--- src/rtl/modexp_sequencer_if.sv ---
// Bundle of the request/response signals of modexp_sequencer and its link to the
// shared modular multiplier. The slave modport is the sequencer's view.
interface modexp_sequencer_if #(
  parameter int W  = 16,
  parameter int EW = 16
);
  logic          start;
  logic [W-1:0]  base;
  logic [EW-1:0] exp;
  logic [W-1:0]  n;
  logic          ct_mode;
  logic          busy;
  logic          done;
  logic          err;
  logic [W-1:0]  result;
  logic [31:0]   cycles;
  logic [15:0]   mul_ops;
  logic          mm_start;
  logic [W-1:0]  mm_a;
  logic [W-1:0]  mm_b;
  logic [W-1:0]  mm_n;
  logic          mm_done;
  logic [W-1:0]  mm_p;

  modport slave (
    input  start, base, exp, n, ct_mode, mm_done, mm_p,
    output busy, done, err, result, cycles, mul_ops, mm_start, mm_a, mm_b, mm_n
  );

  modport master (
    output start, base, exp, n, ct_mode, mm_done, mm_p,
    input  busy, done, err, result, cycles, mul_ops, mm_start, mm_a, mm_b, mm_n
  );
endinterface

--- src/rtl/modexp_sequencer.sv ---
// Left-to-right square-and-multiply controller driving an external modular multiplier,
// with a selectable constant-time schedule and exported cycle/operation counters.
module modexp_sequencer #(
  parameter int W  = 16,
  parameter int EW = 16
) (
  input  logic              clk,
  input  logic              rst_n,
  modexp_sequencer_if.slave bus
);
  localparam int IW = (EW > 1) ? $clog2(EW) : 1;

  localparam logic [2:0] IDLE    = 3'd0;
  localparam logic [2:0] CHECK   = 3'd1;
  localparam logic [2:0] SQ_REQ  = 3'd2;
  localparam logic [2:0] SQ_WAIT = 3'd3;
  localparam logic [2:0] MU_REQ  = 3'd4;
  localparam logic [2:0] MU_WAIT = 3'd5;
  localparam logic [2:0] FIN     = 3'd6;

  localparam logic [W-1:0]  ZERO_W  = {W{1'b0}};
  localparam logic [W-1:0]  ONE_W   = {{(W-1){1'b0}}, 1'b1};
  localparam logic [IW-1:0] ZERO_I  = {IW{1'b0}};
  localparam logic [IW-1:0] ONE_I   = {{(IW-1){1'b0}}, 1'b1};
  localparam logic [31:0]   CYC_MAX = 32'hFFFF_FFFF;
  localparam logic [15:0]   OPS_MAX = 16'hFFFF;

  logic [2:0]    state_r, state_nxt;
  logic [W-1:0]  base_r, n_r, acc_r, acc_nxt;
  logic [EW-1:0] exp_r;
  logic          ct_r;
  logic [IW-1:0] idx_r, idx_nxt;
  logic          busy_r, done_r, err_r, err_nxt;
  logic [W-1:0]  result_r, result_nxt;
  logic [31:0]   cycles_r;
  logic [15:0]   mul_ops_r;
  logic          mm_start_r, mm_start_nxt;
  logic [W-1:0]  mm_a_r, mm_a_nxt, mm_b_r, mm_b_nxt, mm_n_r;
  logic          step_s;
  logic [W-1:0]  step_acc_s;

  // Position of the highest set exponent bit (0 when the exponent is zero).
  function automatic logic [IW-1:0] msb_pos(input logic [EW-1:0] e);
    logic [IW-1:0] p;
    p = ZERO_I;
    for (int k = 0; k < EW; k++) begin
      if (e[k]) p = IW'(k);
    end
    return p;
  endfunction

  // Next-state, accumulator and multiplier-request decode.
  always_comb begin
    state_nxt    = state_r;
    acc_nxt      = acc_r;
    idx_nxt      = idx_r;
    result_nxt   = result_r;
    err_nxt      = err_r;
    mm_start_nxt = 1'b0;
    mm_a_nxt     = mm_a_r;
    mm_b_nxt     = mm_b_r;
    step_s       = 1'b0;
    step_acc_s   = acc_r;
    case (state_r)
      IDLE: begin
        if (bus.start) state_nxt = CHECK;
        else           state_nxt = IDLE;
      end
      CHECK: begin
        if (n_r == ZERO_W || base_r >= n_r) begin
          err_nxt    = 1'b1;
          result_nxt = ZERO_W;
          state_nxt  = FIN;
        end else if (n_r == ONE_W) begin
          result_nxt = ZERO_W;
          state_nxt  = FIN;
        end else begin
          acc_nxt = ONE_W;
          idx_nxt = ct_r ? IW'(EW - 1) : msb_pos(exp_r);
          if (!ct_r && exp_r == {EW{1'b0}}) begin
            result_nxt = ONE_W;
            state_nxt  = FIN;
          end else begin
            state_nxt    = SQ_REQ;
            mm_start_nxt = 1'b1;
            mm_a_nxt     = ONE_W;
            mm_b_nxt     = ONE_W;
          end
        end
      end
      SQ_REQ:  state_nxt = SQ_WAIT;
      SQ_WAIT: begin
        if (bus.mm_done) begin
          acc_nxt = bus.mm_p;
          if (exp_r[idx_r] || ct_r) begin
            state_nxt    = MU_REQ;
            mm_start_nxt = 1'b1;
            mm_a_nxt     = bus.mm_p;
            mm_b_nxt     = base_r;
          end else begin
            step_s     = 1'b1;
            step_acc_s = bus.mm_p;
          end
        end else begin
          state_nxt = SQ_WAIT;
        end
      end
      MU_REQ:  state_nxt = MU_WAIT;
      MU_WAIT: begin
        if (bus.mm_done) begin
          // Constant-time dummy multiplies are issued but their product is dropped.
          step_s     = 1'b1;
          step_acc_s = exp_r[idx_r] ? bus.mm_p : acc_r;
          acc_nxt    = step_acc_s;
        end else begin
          state_nxt = MU_WAIT;
        end
      end
      FIN:     state_nxt = IDLE;
      default: state_nxt = IDLE;
    endcase
    if (step_s) begin
      if (idx_r == ZERO_I) begin
        result_nxt = step_acc_s;
        state_nxt  = FIN;
      end else begin
        idx_nxt      = idx_r - ONE_I;
        state_nxt    = SQ_REQ;
        mm_start_nxt = 1'b1;
        mm_a_nxt     = step_acc_s;
        mm_b_nxt     = step_acc_s;
      end
    end else begin
      step_acc_s = step_acc_s;
    end
  end

  // State, operand capture, registered outputs and saturating counters.
  always_ff @(posedge clk or negedge rst_n) begin
    if (!rst_n) begin
      state_r    <= IDLE;
      base_r     <= ZERO_W;
      exp_r      <= {EW{1'b0}};
      n_r        <= ZERO_W;
      ct_r       <= 1'b0;
      acc_r      <= ZERO_W;
      idx_r      <= ZERO_I;
      busy_r     <= 1'b0;
      done_r     <= 1'b0;
      err_r      <= 1'b0;
      result_r   <= ZERO_W;
      cycles_r   <= 32'd0;
      mul_ops_r  <= 16'd0;
      mm_start_r <= 1'b0;
      mm_a_r     <= ZERO_W;
      mm_b_r     <= ZERO_W;
      mm_n_r     <= ZERO_W;
    end else begin
      state_r    <= state_nxt;
      acc_r      <= acc_nxt;
      idx_r      <= idx_nxt;
      busy_r     <= (state_nxt != IDLE);
      done_r     <= (state_nxt == FIN);
      result_r   <= result_nxt;
      mm_start_r <= mm_start_nxt;
      mm_a_r     <= mm_a_nxt;
      mm_b_r     <= mm_b_nxt;
      if (state_r == IDLE && bus.start) begin
        base_r    <= bus.base;
        exp_r     <= bus.exp;
        n_r       <= bus.n;
        ct_r      <= bus.ct_mode;
        mm_n_r    <= bus.n;
        err_r     <= 1'b0;
        cycles_r  <= 32'd1;
        mul_ops_r <= 16'd0;
      end else begin
        err_r <= err_nxt;
        // The count seen in any busy cycle already includes that cycle.
        if (state_nxt != IDLE && cycles_r != CYC_MAX) cycles_r <= cycles_r + 32'd1;
        else                                           cycles_r <= cycles_r;
        if ((state_r == SQ_REQ || state_r == MU_REQ) && mul_ops_r != OPS_MAX)
          mul_ops_r <= mul_ops_r + 16'd1;
        else
          mul_ops_r <= mul_ops_r;
      end
    end
  end

  assign bus.busy     = busy_r;
  assign bus.done     = done_r;
  assign bus.err      = err_r;
  assign bus.result   = result_r;
  assign bus.cycles   = cycles_r;
  assign bus.mul_ops  = mul_ops_r;
  assign bus.mm_start = mm_start_r;
  assign bus.mm_a     = mm_a_r;
  assign bus.mm_b     = mm_b_r;
  assign bus.mm_n     = mm_n_r;
endmodule

--- src/flat_wrapper.sv ---
// flat-port wrapper written by rule: the top's interface ports become plain ports
module modexp_sequencer_flat 
#(
  parameter int W  = 16,
  parameter int EW = 16
)
  (clk, rst_n, bus_start, bus_base, bus_exp, bus_n, bus_ct_mode, bus_mm_done, bus_mm_p, bus_busy, bus_done, bus_err, bus_result, bus_cycles, bus_mul_ops, bus_mm_start, bus_mm_a, bus_mm_b, bus_mm_n);
  modexp_sequencer_if #(.W(W), .EW(EW)) bus_i ();
  input  logic clk;
  input  logic rst_n;
  input wire logic [$bits(bus_i.start)-1:0] bus_start;
  input wire logic [$bits(bus_i.base)-1:0] bus_base;
  input wire logic [$bits(bus_i.exp)-1:0] bus_exp;
  input wire logic [$bits(bus_i.n)-1:0] bus_n;
  input wire logic [$bits(bus_i.ct_mode)-1:0] bus_ct_mode;
  input wire logic [$bits(bus_i.mm_done)-1:0] bus_mm_done;
  input wire logic [$bits(bus_i.mm_p)-1:0] bus_mm_p;
  output wire logic [$bits(bus_i.busy)-1:0] bus_busy;
  output wire logic [$bits(bus_i.done)-1:0] bus_done;
  output wire logic [$bits(bus_i.err)-1:0] bus_err;
  output wire logic [$bits(bus_i.result)-1:0] bus_result;
  output wire logic [$bits(bus_i.cycles)-1:0] bus_cycles;
  output wire logic [$bits(bus_i.mul_ops)-1:0] bus_mul_ops;
  output wire logic [$bits(bus_i.mm_start)-1:0] bus_mm_start;
  output wire logic [$bits(bus_i.mm_a)-1:0] bus_mm_a;
  output wire logic [$bits(bus_i.mm_b)-1:0] bus_mm_b;
  output wire logic [$bits(bus_i.mm_n)-1:0] bus_mm_n;
  assign bus_i.start = bus_start;
  assign bus_i.base = bus_base;
  assign bus_i.exp = bus_exp;
  assign bus_i.n = bus_n;
  assign bus_i.ct_mode = bus_ct_mode;
  assign bus_i.mm_done = bus_mm_done;
  assign bus_i.mm_p = bus_mm_p;
  assign bus_busy = bus_i.busy;
  assign bus_done = bus_i.done;
  assign bus_err = bus_i.err;
  assign bus_result = bus_i.result;
  assign bus_cycles = bus_i.cycles;
  assign bus_mul_ops = bus_i.mul_ops;
  assign bus_mm_start = bus_i.mm_start;
  assign bus_mm_a = bus_i.mm_a;
  assign bus_mm_b = bus_i.mm_b;
  assign bus_mm_n = bus_i.mm_n;
  modexp_sequencer #(.W(W), .EW(EW)) u_core (.clk(clk), .rst_n(rst_n), .bus(bus_i));
endmodule
--- config.mk ---
export PLATFORM = sky130hd
export DESIGN_NAME = modexp_sequencer_flat
export DESIGN_NICKNAME = d
export VERILOG_FILES = /design/src/rtl/modexp_sequencer_if.sv /design/src/rtl/modexp_sequencer.sv /design/src/flat_wrapper.sv
export SDC_FILE = /design/constraint.sdc
export NUM_CORES = 1
export LEC_CHECK = 0
export ABC_AREA = 0
export CAP_MARGIN = 15
export CORE_MARGIN = 3
export CORE_UTILIZATION = 46
export CTS_BUF_LIST = sky130_fd_sc_hd__clkbuf_16
export DETAILED_ROUTE_END_ITERATION = 8
export GPL_TIMING_DRIVEN = 0
export PLACE_DENSITY = 0.87
export SLEW_MARGIN = 20
export SYNTH_ARGS = -nofsm -noshare
export SYNTH_HDL_FRONTEND = slang
export SYNTH_SLANG_ARGS = --single-unit
--- constraint.sdc ---
create_clock -name clk -period 3.2 [get_ports clk]
set_clock_uncertainty 0.2 [all_clocks]
set_input_delay 0.8 -clock clk [delete_from_list [all_inputs] [get_ports clk]]
set_output_delay 0.8 -clock clk [all_outputs]
set_load 0.05 [all_outputs]
==> reports/metrics.yaml <==
run_status:
  status: "completed"
worst_setup_path:
  cp-start-kind: "register"
  slowest_delay_ns: 0.54
  reg2reg_slack_ns: 0.009
  critical_path.slowest_cell: "mux4_2"
  critPathMaxFanout: 5
  critPathMostFrequentCell: "mux4_2"
  worstPathArrival_ns: 3.29
  path_cells: "buf_6, mux4_2, mux4_2, or3_4, a21oi_4, buf_12, mux2i_1, a22oi_1"
  required_ns: 3.29
  cp-end-kind: "register"
  setup.worst_path.class: "register to register"
sta:
  relSlewSlack_pct: 50.5
  post-route-min-period_ns: 3.19
  drv_slew: 0
  tightest_slew_ns: 0.742
  setup_viol: 0
  fin_hold_ws_ns: 0.148
  fmax_ghz: 0.313
  hold_viol: 0
  finalSetupTns_ns: 0
  min_period_over_period_pct: 99.7
pwr:
  power_frac_seq_pct: 31.2
  clkPwrFrac_pct: 18.0
  power.density_nw_per_um2: 1010
  p_int_mw: 6.26
  vdd_drop_max_v: 0.000748
  comb_power_share_pct: 50.8
  p_leak_nw: 4.89
  switching_share_pct: 45.9
  power.total_mw: 11.6
  power.switching_mw: 5.31
grt:
  grt_pass1_vias: 7361
  grt_pass1_wl_microns: 39100
  grt_max_degree: 91
  antenna_found_initial: 0
  track_usage_pct: 24.9
  overflow: 0
layout:
  drive_gt1_share_pct: 12.4
  final_cell_mix: "clkdlybuf4s50_1, dfrtp_1, nor2_1"
  syn_to_final_growth_pct: 37.3
  nFillCells: 1345
  final_common_cell: "clkdlybuf4s50_1"
  diodes: 0
  final_cells: 1257
  final_net_count: 1107
  fin_util_pct: 65.4
synth:
  synth_edf_count: 0
  synth.distinct_cells: 53
  synth.net_count: 893
  yosysWarnings: 0
  ys_ff_latch: 172
  ys.flop_type: "dfrtp_1"
  syn_area_sq_um: 8350
  ys_seq_area_share_pct: 51.6
  async_flop_share_pct: 100
  synthCells: 805
  avgSynthCellArea_sq_um: 10.4
drt:
  vias_per_cell: 5.85
  finalWirelength_microns: 24700
  vias: 7359
  drt-initial-drc-count: 590
  drtPass1Iterations: 7
  drc: 0
  drt.antenna.violating_nets: 0
  drt-wirelength-per-cell_microns: 19.7
clock_tree:
  htreeDepth: 4
  cts_tree: "done"
  cts.sinks: 172
  cts_buffers: 17
  root_buffer: "clkbuf_16"
  clkTransAtPathRegs_ns: 0.08
  cts_buffer_depth: 2
  clkLatencyLatePin_ns: 0.43
  postCtsHoldBufs: 0
floorplanning:
  die_w_microns: 141
  die_area_sq_um: 19800
  coreArea_sq_um: 17500
  initial_core_util_pct: 47.6
  rows: 48
  die_h_microns: 141
  io_pins: 185
placement:
  post-dp-hpwl_microns: 17900
  gp_congestion: 0.926
  io_buffer_count: 184
  post-place-cells: 1215
hold_path:
  hold_class: "input port to async pin"
job:
  maxCapViolations: 0
-- metrics by stage --
step	setup WS, ns	cell area (sq um)
2_1_floorplan	0.0273	8350
3_3_place_gp	-5.80	10500
3_5_place_dp	-0.283	10500
4_1_cts	0.0232	11400
5_1_grt	-0.0459	11500
6_report	0.00871	11500
-- metal layers --
metal	vias up	track usage [%]	share of wire, %
li1	3332	-	-
met1	3590	31.2	39
met2	376	41.4	48
met3	61	7.84	9.9
met4	0	8.16	2.6
met5	-	0	0
-- flip-flops by register name (all words and copies together) (netlist names) --
name                 flops
u_core.acc_r            16
u_core.base_r           16
u_core.bus.busy          1
u_core.bus.cycles       32
u_core.bus.done          1
u_core.bus.err           1
u_core.bus.mm_a         16
u_core.bus.mm_b         16
u_core.bus.mm_start      1
u_core.bus.mul_ops      16
u_core.bus.result       16
u_core.ct_r              1
u_core.exp_r            16
u_core.idx_r             4
u_core.n_r              16
u_core.state_r           3
-- worst max-delay path: cells and delay by family (launching register included) --
| family | cells | cell delay (ns) |
|---|---|---|
| mux | 3 | 1.50 |
| compound gates | 2 | 0.39 |
| simple gates | 1 | 0.36 |
| flops | 1 | 0.34 |
| buf+inv | 2 | 0.27 |
-- layout make-up --
type                            count  area [sq um]  area share (%)
Sequential cell                   172          4300            37.6
Tap cell                          225           282            2.46
Multi-Input combinational cell    558          3920            34.2
Clock inverter                     15           186            1.63
Timing Repair Buffer              195          1990            17.4
Buffer                             46           244            2.13
Clock buffer                       17           425            3.71
Inverter                           29           109           0.950
-- synthesized netlist by cell type (2+ instances only) --
library cell | number | area [sq um]
nor3_1 | 8 | 40.0
nor2_1 | 66 | 248
clkbuf_1 | 32 | 120
nand2_1 | 52 | 195
and4_1 | 10 | 87.6
mux2i_1 | 21 | 210
a22o_1 | 15 | 131
buf_1 | 4 | 15.0
a41oi_1 | 2 | 17.5
and2_1 | 4 | 25.0
o31a_1 | 2 | 17.5
or3_1 | 4 | 25.0
a21o_1 | 3 | 22.5
mux2_2 | 31 | 349
nor2b_1 | 3 | 18.8
a21oi_1 | 48 | 240
a22oi_1 | 32 | 240
and4b_1 | 2 | 20.0
and3_1 | 7 | 43.8
dfrtp_1 | 172 | 4300
inv_1 | 29 | 109
a221oi_1 | 2 | 17.5
nand2b_1 | 7 | 43.8
nand4_1 | 16 | 100
buf_2 | 7 | 35.0
o31ai_1 | 4 | 30.0
o21bai_1 | 2 | 15.0
xor2_1 | 32 | 280
nor4_1 | 13 | 81.3
mux4_2 | 5 | 113
o21ai_1 | 16 | 80.1
xnor2_1 | 12 | 105
nand3_1 | 40 | 200
a211oi_1 | 3 | 22.5
o21ba_2 | 2 | 20.0
ha_1 | 19 | 238
buf_6 | 2 | 22.5
o21ai_0 | 57 | 285
o211ai_1 | 5 | 37.5
-- power by group through the flow --
stage	registers, mW	logic [mW]	clock network [mW]
finish	3.61	5.88	2.08
global route	3.68	6.32	2.22
CTS	3.57	5.73	2.12
detailed placement	3.58	5.45	0
global placement	3.55	5.29	0
floorplan	4.66	2.49	0
-- logic make-up after synthesis --
kind of cell               count (synthesis)  share of synthesized area [%]
and+or+nand+nor                          237                           14.0
xor gates and xnor gates                  44                           4.62
AOI/OAI and AO/OA                        201                           15.0
buffers and inverters                     75                           3.85
muxes                                     57                           8.05
adders and majority gates                 19                           2.85
DFF                                      172                           51.6
-- what timing repair did --
| item | in CTS | in global routing |
|---|---|---|
| buffers inserted | 7 | 2 |
| pin swaps | 3 | 1 |
| cloned | 1 | 0 |
| setup endpoints to repair | 55 | 72 |
| gates resized for setup | 24 | 36 |
-- final timing paths --
check	startpoint	to	depth (start not counted)
setup / recovery	u_core.idx_r[2]$_DFF_PN0_	u_core.bus.mm_b[3]$_DFF_PN0_	8
hold / removal	rst_n	u_core.idx_r[3]$_DFF_PN0_	1
setup reg to reg	u_core.idx_r[2]$_DFF_PN0_	u_core.bus.mm_b[3]$_DFF_PN0_	8
hold reg to reg	u_core.bus.result[2]$_DFF_PN0_	u_core.bus.result[2]$_DFF_PN0_	2
max in group asynchronous	rst_n	u_core.n_r[2]$_DFFE_PN0P_	2
min in group clk	u_core.bus.result[2]$_DFF_PN0_	u_core.bus.result[2]$_DFF_PN0_	2
No activity file was read; power rests on OpenSTA's default activity.
==> variant: new RTL, config.mk and constraints unchanged <==
Set the localparam `OPS_MAX` to 16'h8000 (it was 16'hFFFF).
--- a/src/rtl/modexp_sequencer.sv
+++ b/src/rtl/modexp_sequencer.sv
@@ -25,3 +25,3 @@
   localparam logic [31:0]   CYC_MAX = 32'hFFFF_FFFF;
-  localparam logic [15:0]   OPS_MAX = 16'hFFFF;
+  localparam logic [15:0]   OPS_MAX = 16'h8000;
 
Formal check against the unedited RTL: same outputs for any inputs over 4 cycles, from zero or initial values and one cycle with rst_n low; that may be too few to reach the edited logic, so the function may still have changed.
==> variant against the original RTL <==
Sequential share of layout area increased by 0.30 points; routed wire length increased by 1.3%; sequential cell count unchanged; critical path depth rose by 5; largest power group unchanged; setup slack gained 0.078 ns; area after synthesis is 0.10% lower; final area fell by 0.73%; total power rose by 4.5%; hold slack lost 0.022 ns.
==> variant: results (changes against the original RTL) <==
| Metric | Value |
|---|---|
| Worst reg2reg startpoint | u_core.n_r[14]$_DFFE_PN0P_ |
| Peak supply drop | 0.6407 mV (-14%) |
| Global Route Usage Sum | 24.99% (+0.053 points) |
| Fraction of area in multi-input gates | 34.02% (-0.16 points) |
| Outcome | finished, final reports clean |
| Logic inverters | 39 (+34%) |
| Synth top area cells | dfrtp_1 52%, nand2_1 7.2%, a21oi_1 3.5% |
| Post-synth top cells | 172 x dfrtp_1, 160 x nand2_1, 59 x a21oi_1 |
| Initial antenna violation count | 2 (+2) |
| DRT iter0 DRCs | 585 (-0.85%) |
| Num Clock Sinks | 172 (unchanged) |
| Crit-path max FO | 9 (+4) |
| Gpl congestion | 0.9042 (-2.3%) |
| Actual slew at the worst max-slew pin | 0.6183 ns (-0.1238 ns) |
| Distinct cells, synth | 60 (+13%) |
| CP top delay family | simple AND/OR/NAND/NOR gates |
| Drt pass-1 iters | 5 (-2) |
| R2r worst-path depth | 13 (+5) |
| Post-synth EDFFs | 0 (unchanged) |
| Reg2reg end | u_core.bus.cycles[30]$_DFFE_PN0P_ |
| CLK BUF | 17 (unchanged) |
| Synth warnings | 0 (unchanged) |
| Vias post-DR | 7741 (+5.2%) |
| Share of the yosys chip area belonging to registers | 51.62% (+0.054 points) |
| Postcts setup bufs | 0 (-7) |
| Fin Hold WS | 0.1258 ns (-0.02242 ns) |
| Worst hold path class | input pin to async pin |
| Non-CTS buffers | 242 (+0.41%) |
| Antenna diodes | 0 (unchanged) |
| Final Max Tran Viols | 0 (unchanged) |
| Placed inst area | 10500 sq um (about the same) |
| Pre-CTS setup slack | -0.2650 ns (+0.01825 ns) |
| CP max stage delay | 0.41 ns (-0.13 ns) |
| Lkg Pwr | 4.923 nW (+0.68%) |
| Share of cells above drive strength 1 | 9.945% (-2.5 points) |
| CTS resizes | 8 (-67%) |
| Post-DP HPWL | 17.77 mm (-0.66%) |
| Achievable clock frequency | 0.3212 GHz (+2.5%) |
| Clock Path Buffers | 2 (unchanged) |
| Async S/R FF share, synth | 100.0% (unchanged) |
| Fin nets | 1172 (+5.9%) |
| Htree depth | 4 (unchanged) |
| Fill cells | 1374 (+2.2%) |
| Crit-path slowest cell | or4_4 |
| Net Count, Synth | 958 (+7.3%) |
| First-pass GRT wire length | 39.78 mm (+1.7%) |
| #MultiIn Comb | 611 (+9.5%) |
| Average wire per standard cell | 18.98 microns (-3.6%) |
| Layout non-clock buf frac | 19.22% (-0.31 points) |
| Clock root cell | clkbuf_16 |
| R2r setup slk | 0.09 ns (+0.08 ns) |
| Largest net degree at the start of global routing | 103 (+13%) |
| CP arrival | 3.26 ns (-0.03 ns) |
| ClkCell Share | 5.147% (-0.19 points) |
| Seq area share | 37.85% (+0.30 points) |
-- variant: power breakdown --
part	total [W]	leakage [nW]	switching (W)	internal (W)
sequential	0.00368	2.22	0.000730	0.00295
combinational	0.00636	2.41	0.00401	0.00236
clock	0.00205	0.289	0.000945	0.00110
-- variant: through the flow --
step	total power, W	setup TNS [ns]	cells	util, %
2_1_floorplan	0.007605	0	869	-
3_3_place_gp	0.009413	-1030.04	1278	59.65
3_5_place_dp	0.009610	-14.85	1279	59.87
4_1_cts	0.01175	0	1311	63.39
5_1_grt	0.01279	-0.6214	1321	64.88
6_report	0.01209	0	1321	64.88
-- variant: cells by family after synthesis --
logic type               share of synthesized area (%)
buffers and inverters                            4.307
XOR/XNOR                                         3.677
AND/OR/NAND/NOR                                  19.13
adder cells (fa/ha/maj)                          3.001
multiplexers                                     3.526
flip-flops                                       51.62
AO/OA/AOI/OAI                                    14.74
-- variant: layer usage --
metal	up-vias	GRT usage [%]	part of all wire, %
met2	438	40.32	48
met5	-	0	0.11
met3	56	5.563	9.3
met4	4	8.669	2.5
met1	3739	33.54	41
li1	3504	-	-
-- variant: how the worst max path moves through the flow --
| stage | start | to |
|---|---|---|
| 2_1_floorplan | u_core.n_r[14]$_DFFE_PN0P_ | u_core.bus.cycles[30]$_DFFE_PN0P_ |
| 3_3_place_gp | rst_n | u_core.n_r[10]$_DFFE_PN0P_ |
| 3_5_place_dp | bus_start | u_core.bus.cycles[25]$_DFFE_PN0P_ |
| 4_1_cts | u_core.n_r[15]$_DFFE_PN0P_ | u_core.bus.cycles[22]$_DFFE_PN0P_ |
| 5_1_grt | u_core.n_r[14]$_DFFE_PN0P_ | u_core.bus.cycles[26]$_DFFE_PN0P_ |
| 6_report | u_core.n_r[14]$_DFFE_PN0P_ | u_core.bus.cycles[30]$_DFFE_PN0P_ |
